File: config.mk
export PLATFORM = sky130hd
export DESIGN_NAME = branch_rs
export DESIGN_NICKNAME = d
export VERILOG_FILES = /design/src/rtl/branch_rs.sv
export SDC_FILE = /design/constraint.sdc
export NUM_CORES = 2
export LEC_CHECK = 0
export CAP_MARGIN = 20
export CORE_ASPECT_RATIO = 1.75
export CORE_MARGIN = 4
export CORE_UTILIZATION = 45
export DETAILED_ROUTE_END_ITERATION = 10
export PLACE_DENSITY = 0.6
export SLEW_MARGIN = 20
export SYNTH_ARGS = -nofsm -noshare
export SYNTH_HDL_FRONTEND = slang
export SYNTH_SLANG_ARGS = --single-unit
File: constraint.sdc
create_clock -name clk -period 12.71 [get_ports clk]
set_input_delay 1.9065 -clock clk [delete_from_list [all_inputs] [get_ports clk]]
set_output_delay 1.9065 -clock clk [all_outputs]
set_load 0.005 [all_outputs]
File: src/rtl/branch_rs.sv
`default_nettype none
// ============================================================================
// Module   : branch_rs
// Purpose  : Reservation station for control-transfer ops; snoops the CDB for
//            missing operands, issues one ready op per cycle to the branch unit.
//            Optional macro BRANCH_RS_LSB_CDB_EN adds a second (load) CDB port.
// Revision : 1.0 - initial release
// ============================================================================
module branch_rs #(
   parameter int RS_SIZE   = 8,
   parameter int TAG_WIDTH = 4,
   parameter int OP_WIDTH  = 6
) (
   input  logic                 clk,
   input  logic                 rst,
   input  logic                 rdy,
   input  logic                 clear,
   input  logic                 disp_enable,
   input  logic [OP_WIDTH-1:0]  disp_op,
   input  logic                 disp_vj_ok,
   input  logic [31:0]          disp_vj,
   input  logic [TAG_WIDTH-1:0] disp_qj,
   input  logic                 disp_vk_ok,
   input  logic [31:0]          disp_vk,
   input  logic [TAG_WIDTH-1:0] disp_qk,
   input  logic [TAG_WIDTH-1:0] disp_dest_rob,
   input  logic [31:0]          disp_imm,
   input  logic [31:0]          disp_pc,
   output logic                 rs_full,
   input  logic                 cdb_valid,
   input  logic [TAG_WIDTH-1:0] cdb_tag,
   input  logic [31:0]          cdb_data,
`ifdef BRANCH_RS_LSB_CDB_EN
   input  logic                 lsb_cdb_valid,
   input  logic [TAG_WIDTH-1:0] lsb_cdb_tag,
   input  logic [31:0]          lsb_cdb_data,
`endif
   output logic                 exec_enable,
   output logic [OP_WIDTH-1:0]  exec_op,
   output logic [31:0]          exec_reg1,
   output logic [31:0]          exec_reg2,
   output logic [TAG_WIDTH-1:0] exec_dest_rob,
   output logic [31:0]          exec_imm,
   output logic [31:0]          exec_pc
);

   localparam int IDX_W = (RS_SIZE > 1) ? $clog2(RS_SIZE) : 1;

   logic [RS_SIZE-1:0]   r_busy;
   logic [OP_WIDTH-1:0]  r_op     [RS_SIZE];
   logic [RS_SIZE-1:0]   r_vj_ok;
   logic [31:0]          r_vj     [RS_SIZE];
   logic [TAG_WIDTH-1:0] r_qj     [RS_SIZE];
   logic [RS_SIZE-1:0]   r_vk_ok;
   logic [31:0]          r_vk     [RS_SIZE];
   logic [TAG_WIDTH-1:0] r_qk     [RS_SIZE];
   logic [TAG_WIDTH-1:0] r_dest   [RS_SIZE];
   logic [31:0]          r_imm    [RS_SIZE];
   logic [31:0]          r_pc     [RS_SIZE];

   logic                 r_exec_enable;
   logic [OP_WIDTH-1:0]  r_exec_op;
   logic [31:0]          r_exec_reg1;
   logic [31:0]          r_exec_reg2;
   logic [TAG_WIDTH-1:0] r_exec_dest_rob;
   logic [31:0]          r_exec_imm;
   logic [31:0]          r_exec_pc;

   logic [RS_SIZE-1:0]   w_j_hit;
   logic [31:0]          w_j_data [RS_SIZE];
   logic [RS_SIZE-1:0]   w_k_hit;
   logic [31:0]          w_k_data [RS_SIZE];
   logic                 w_dj_hit;
   logic [31:0]          w_dj_data;
   logic                 w_dk_hit;
   logic [31:0]          w_dk_data;

   logic                 w_full;
   logic                 w_free_valid;
   logic [IDX_W-1:0]     w_free_idx;
   logic                 w_sel_valid;
   logic [IDX_W-1:0]     w_sel_idx;
   logic                 w_disp_fire;

   // Returns {hit, data}; the ALU CDB overrides the load CDB on a double match.
   function automatic logic [32:0] snoop(input logic [TAG_WIDTH-1:0] q);
      logic [32:0] res;
      res = '0;
`ifdef BRANCH_RS_LSB_CDB_EN
      if (lsb_cdb_valid && (lsb_cdb_tag == q)) res = {1'b1, lsb_cdb_data};
`endif
      if (cdb_valid && (cdb_tag == q)) res = {1'b1, cdb_data};
      return res;
   endfunction

   generate
      for (genvar i = 0; i < RS_SIZE; i++) begin : g_snoop
         assign {w_j_hit[i], w_j_data[i]} = snoop(r_qj[i]);
         assign {w_k_hit[i], w_k_data[i]} = snoop(r_qk[i]);
      end
   endgenerate

   assign {w_dj_hit, w_dj_data} = snoop(disp_qj);
   assign {w_dk_hit, w_dk_data} = snoop(disp_qk);

   assign w_full      = &r_busy;
   assign w_disp_fire = disp_enable && !w_full;

   // Lowest-index free slot and lowest-index fully ready slot.
   always_comb begin
      w_free_valid = 1'b0;
      w_free_idx   = '0;
      w_sel_valid  = 1'b0;
      w_sel_idx    = '0;
      for (int i = RS_SIZE - 1; i >= 0; i--) begin
         if (!r_busy[i]) begin
            w_free_valid = 1'b1;
            w_free_idx   = i[IDX_W-1:0];
         end
         if (r_busy[i] && r_vj_ok[i] && r_vk_ok[i]) begin
            w_sel_valid = 1'b1;
            w_sel_idx   = i[IDX_W-1:0];
         end
      end
   end

   always_ff @(posedge clk) begin
      if (rst) begin
         r_busy          <= '0;
         r_exec_enable   <= 1'b0;
         r_exec_op       <= '0;
         r_exec_reg1     <= '0;
         r_exec_reg2     <= '0;
         r_exec_dest_rob <= '0;
         r_exec_imm      <= '0;
         r_exec_pc       <= '0;
      end else if (clear) begin
         r_busy        <= '0;
         r_exec_enable <= 1'b0;
      end else if (!rdy) begin
         r_exec_enable <= 1'b0;
      end else begin
         r_exec_enable <= w_sel_valid;
         if (w_sel_valid) begin
            r_exec_op            <= r_op[w_sel_idx];
            r_exec_reg1          <= r_vj[w_sel_idx];
            r_exec_reg2          <= r_vk[w_sel_idx];
            r_exec_dest_rob      <= r_dest[w_sel_idx];
            r_exec_imm           <= r_imm[w_sel_idx];
            r_exec_pc            <= r_pc[w_sel_idx];
            r_busy[w_sel_idx]    <= 1'b0;
         end
         for (int i = 0; i < RS_SIZE; i++) begin
            if (r_busy[i] && !r_vj_ok[i] && w_j_hit[i]) begin
               r_vj[i]    <= w_j_data[i];
               r_vj_ok[i] <= 1'b1;
            end
            if (r_busy[i] && !r_vk_ok[i] && w_k_hit[i]) begin
               r_vk[i]    <= w_k_data[i];
               r_vk_ok[i] <= 1'b1;
            end
         end
         // The free slot is never the selected one, so these writes cannot collide.
         if (w_disp_fire && w_free_valid) begin
            r_busy[w_free_idx]  <= 1'b1;
            r_op[w_free_idx]    <= disp_op;
            r_vj_ok[w_free_idx] <= disp_vj_ok || w_dj_hit;
            r_vj[w_free_idx]    <= disp_vj_ok ? disp_vj : w_dj_data;
            r_qj[w_free_idx]    <= disp_qj;
            r_vk_ok[w_free_idx] <= disp_vk_ok || w_dk_hit;
            r_vk[w_free_idx]    <= disp_vk_ok ? disp_vk : w_dk_data;
            r_qk[w_free_idx]    <= disp_qk;
            r_dest[w_free_idx]  <= disp_dest_rob;
            r_imm[w_free_idx]   <= disp_imm;
            r_pc[w_free_idx]    <= disp_pc;
         end
      end
   end

   assign rs_full       = w_full;
   assign exec_enable   = r_exec_enable;
   assign exec_op       = r_exec_op;
   assign exec_reg1     = r_exec_reg1;
   assign exec_reg2     = r_exec_reg2;
   assign exec_dest_rob = r_exec_dest_rob;
   assign exec_imm      = r_exec_imm;
   assign exec_pc       = r_exec_pc;

endmodule
`default_nettype wire

==> results.json <==
{
  "timing_worst_slew_pin_value_ns": 1.166,
  "post_synth_num_cell_types": 55,
  "slew_limit_fails": 0,
  "finalSetupTns_ns": 0,
  "power.static_leakage_nw": 21.83,
  "holdBufCountCts": 0,
  "yosys-top-cells-area": "edfxtp_1 62%, a221oi_1 7.2%, dfxtp_1 5.1%",
  "drt_pass1_iterations": 8,
  "synth.ff_latch_count": 1331,
  "timing.hold.worst_endpoint": "exec_pc[24]",
  "place.gp.congestion": 0.8246,
  "fmax_ghz": 0.1832,
  "crit_slowest_cell": "inv_2",
  "initialDrtViolationCount": 3639,
  "pwr_density_cell_mw_per_mm2": 136.2,
  "crit-reg2reg-launch": "r_vj_ok[5]",
  "synth.avg_cell_area_um2": 13.64,
  "synth.yosys.warnings": 0,
  "dr_total_vias": 38900,
  "crit_top_cell": "nand2_1",
  "synth_seq_area_share": 0.6737,
  "cp_data_required_time_ns": 13.07,
  "final_net_count": 4485,
  "detailedPlacementHpwl_um": 98670,
  "max_cap_viol_count": 0,
  "detailed_route_wire_length_per_cell_um": 29.17,
  "path_clk_slew_ns": 0.07,
  "cpPeakStageDelay_ns": 0.76,
  "initial_utilization": 0.4539,
  "worstPathBufferInverterCount": 4,
  "final_core_util": 0.5227,
  "drt_drc_violations_left": 0,
  "tritoncts_clock_tree": "done",
  "numClockSinks": 1331,
  "layout_min_cycle_time_ns": 5.458,
  "route.antenna.remaining_nets": 0,
  "coreArea_mm2": 0.1259,
  "cp.depth": 7,
  "ctsLongestPathBuffers": 3,
  "startpoint_class": "input pin",
  "post-route-worst-setup-slack_ns": 7.252,
  "die-area_mm2": 0.1330,
  "grt_antenna_before_repair": 10,
  "grt_first_pass_wirelength_um": 258900,
  "cts_resized": 0,
  "routed_wirelength_um": 176600,
  "cp_top_family": "buffers and inverters",
  "io_pins": 330,
  "setup_cp_type": "in2reg",
  "synthFlopType": "edfxtp_1",
  "clock_insertion_delay_worst_skew_ns": 0.75,
  "async_reset_ff_frac": 0,
  "vdd.ir_drop.worst_v": 0.0001307,
  "hold_path_depth": 1,
  "yosysTopAreaCellShare": 0.6222,
  "hold_path_startpoint": "exec_pc[24]",
  "flow.area_growth_from_synthesis_pct": 15.17,
  "yosys.area.top_type": "edfxtp_1",
  "worst_ep_arrival_time_ns": 5.82,
  "synth.net_count": 4378,
  "die_x_um": 277.4,
  "synth_enable_flop_cells": 1184,
  "netlist_instances": 4188,
  "worst-path-max-fanout": 43,
  "setup-violations-final": 0,
  "reg2reg_to": "exec_imm[4]",
  "grt_max_degree": 182,
  "cts_made_buffers": 130,
  "detail_route.vias_per_cell": 6.423,
  "endpoint_kind": "flip-flop",
  "timing.final.crit_share": 0.4294,
  "first_global_vias": 39730,
  "status": "finished, final reports clean",
  "root_buffer": "clkbuf_16",
  "yosysMostFrequentCell": "edfxtp_1",
  "htree_levels": 4,
  "rr_worst_depth": 8,
  "skew_ns": 0.02154,
  "chain_of_cells_forming_the_critical_path": "clkdlybuf4s50_1 -> nand2_1 -> inv_2 -> nand2_1 -> or2_4 -> inv_4 -> buf_4",
  "timing.max_slew.rel_slack": 0.2229,
  "post_route_cells_drive_above_1_share": 0.1130,
  "core.rowCount": 172,
  "globalRoute.totalOverflow": 0,
  "yosys-top-cells-count": "1184 x edfxtp_1, 472 x a221oi_1, 420 x nand2_1",
  "dp_slack_ns": 6.491,
  "hp-class": "reg2reg",
  "dieHeight_um": 479.4,
  "setup_repair_after_global_routing_missed_its_margin": "no",
  "netlist_area_mm2": 0.05714,
  "totalPowerFinal_w": 0.008964,
  "finalHoldViolCount": 0,
  "cts_post_setup_buffers_inserted": 0,
  "layout.filler_cells": 10660,
  "gr-usage-all-layers": 0.2580,
  "r2r_setup_slack_ns": 8.23,
  "buffer_ports.inserted": 329
}
[kinds of logic (layout without fill, tap and decap cells)]
| group | count (synthesis) | after routing | synth area share |
|---|---|---|---|
| mux | 268 | 268 | 0.04835 |
| buf+inv | 469 | 681 | 0.03751 |
| compound gates | 1060 | 1060 | 0.1521 |
| other cells | 0 | 3 | 0 |
| xor+xnor | 72 | 72 | 0.01104 |
| flops | 1331 | 1331 | 0.6737 |
| simple gates | 988 | 988 | 0.07727 |
[how the worst max path moves through the flow]
stage	from	endpoint	slack (ns)
floorplan	disp_enable	r_vj[6][0]	3.34
global placement	rdy	r_imm[2][3]	6.53
detailed placement	rdy	r_imm[2][3]	6.49
CTS	rdy	r_imm[2][29]	7.31
global route	rdy	r_imm[2][1]	7.09
finish	rdy	r_dest[2][1]	7.25
[routing by layer]
| metal | track usage | wire length [um] |
|---|---|---|
| met5 | 0 | 48 |
| met3 | 0.03903 | 10760 |
| met4 | 0.1005 | 6438 |
| met2 | 0.4614 | 91270 |
| met1 | 0.3145 | 68120 |
[stage by stage]
| stage | area [um^2] | instances | hold WS [ns] |
|---|---|---|---|
| after floorplan | 57140 | 4188 | 0.4610 |
| after global placement | 61500 | 5814 | 0.4684 |
| after detailed placement | 61500 | 5814 | 0.4730 |
| after CTS | 65740 | 6051 | 0.4894 |
| after global routing | 65810 | 6055 | 0.4985 |
| final | 65810 | 6056 | 0.4873 |
[layout make-up]
type                       count  area [um^2]  share of cell area
clock buffer                 185         3741             0.05685
tap                         1653         2068             0.03143
clock inverter                52        499.2            0.007586
multi-input combinational   2388        16800              0.2553
inverter                      16        77.57            0.001179
sequential                  1331        38500              0.5850
antenna                        3        7.507           0.0001141
timing repair buffer         428         4116             0.06255
[power by group]
group | total [W] | internal [W] | switching (W)
clock | 0.00390 | 0.00224 | 0.00166
combinational | 0.000314 | 0.000107 | 0.000207
sequential | 0.00475 | 0.00475 | 0.00000530
[sequential cells by signal, indices dropped and copies added, names as in the netlist, 4 cells and up]
| name | cells |
|---|---|
| exec_dest_rob | 4 |
| exec_imm | 32 |
| exec_op | 6 |
| exec_pc | 32 |
| exec_reg1 | 32 |
| exec_reg2 | 32 |
| r_busy | 8 |
| r_dest | 32 |
| r_imm | 256 |
| r_op | 48 |
| r_pc | 256 |
| r_qj | 32 |
| r_qk | 32 |
| r_vj | 256 |
| r_vj_ok | 8 |
| r_vk | 256 |
| r_vk_ok | 8 |
[layout by cell type, fill, tap and decap left out, types with 8 or more instances in the layout]
cell	instances
a221o_1	137
nor3_1	146
xor2_1	54
a21oi_1	16
clkbuf_1	37
nand2_2	8
a221oi_2	79
buf_4	93
a221oi_1	472
clkinv_2	19
nand4_1	8
nor2_1	152
nand2_1	411
mux2_2	64
nand3_1	210
nand4b_1	10
bufinv_16	9
mux2i_1	204
clkdlybuf4s50_1	327
clkbuf_16	139
edfxtp_1	1184
dfxtp_1	147
nor4_4	12
inv_1	8
o21ai_0	320
xnor2_1	18
clkinv_1	15
clkbuf_8	9
Note: power is estimated with default switching activity, not from simulation.
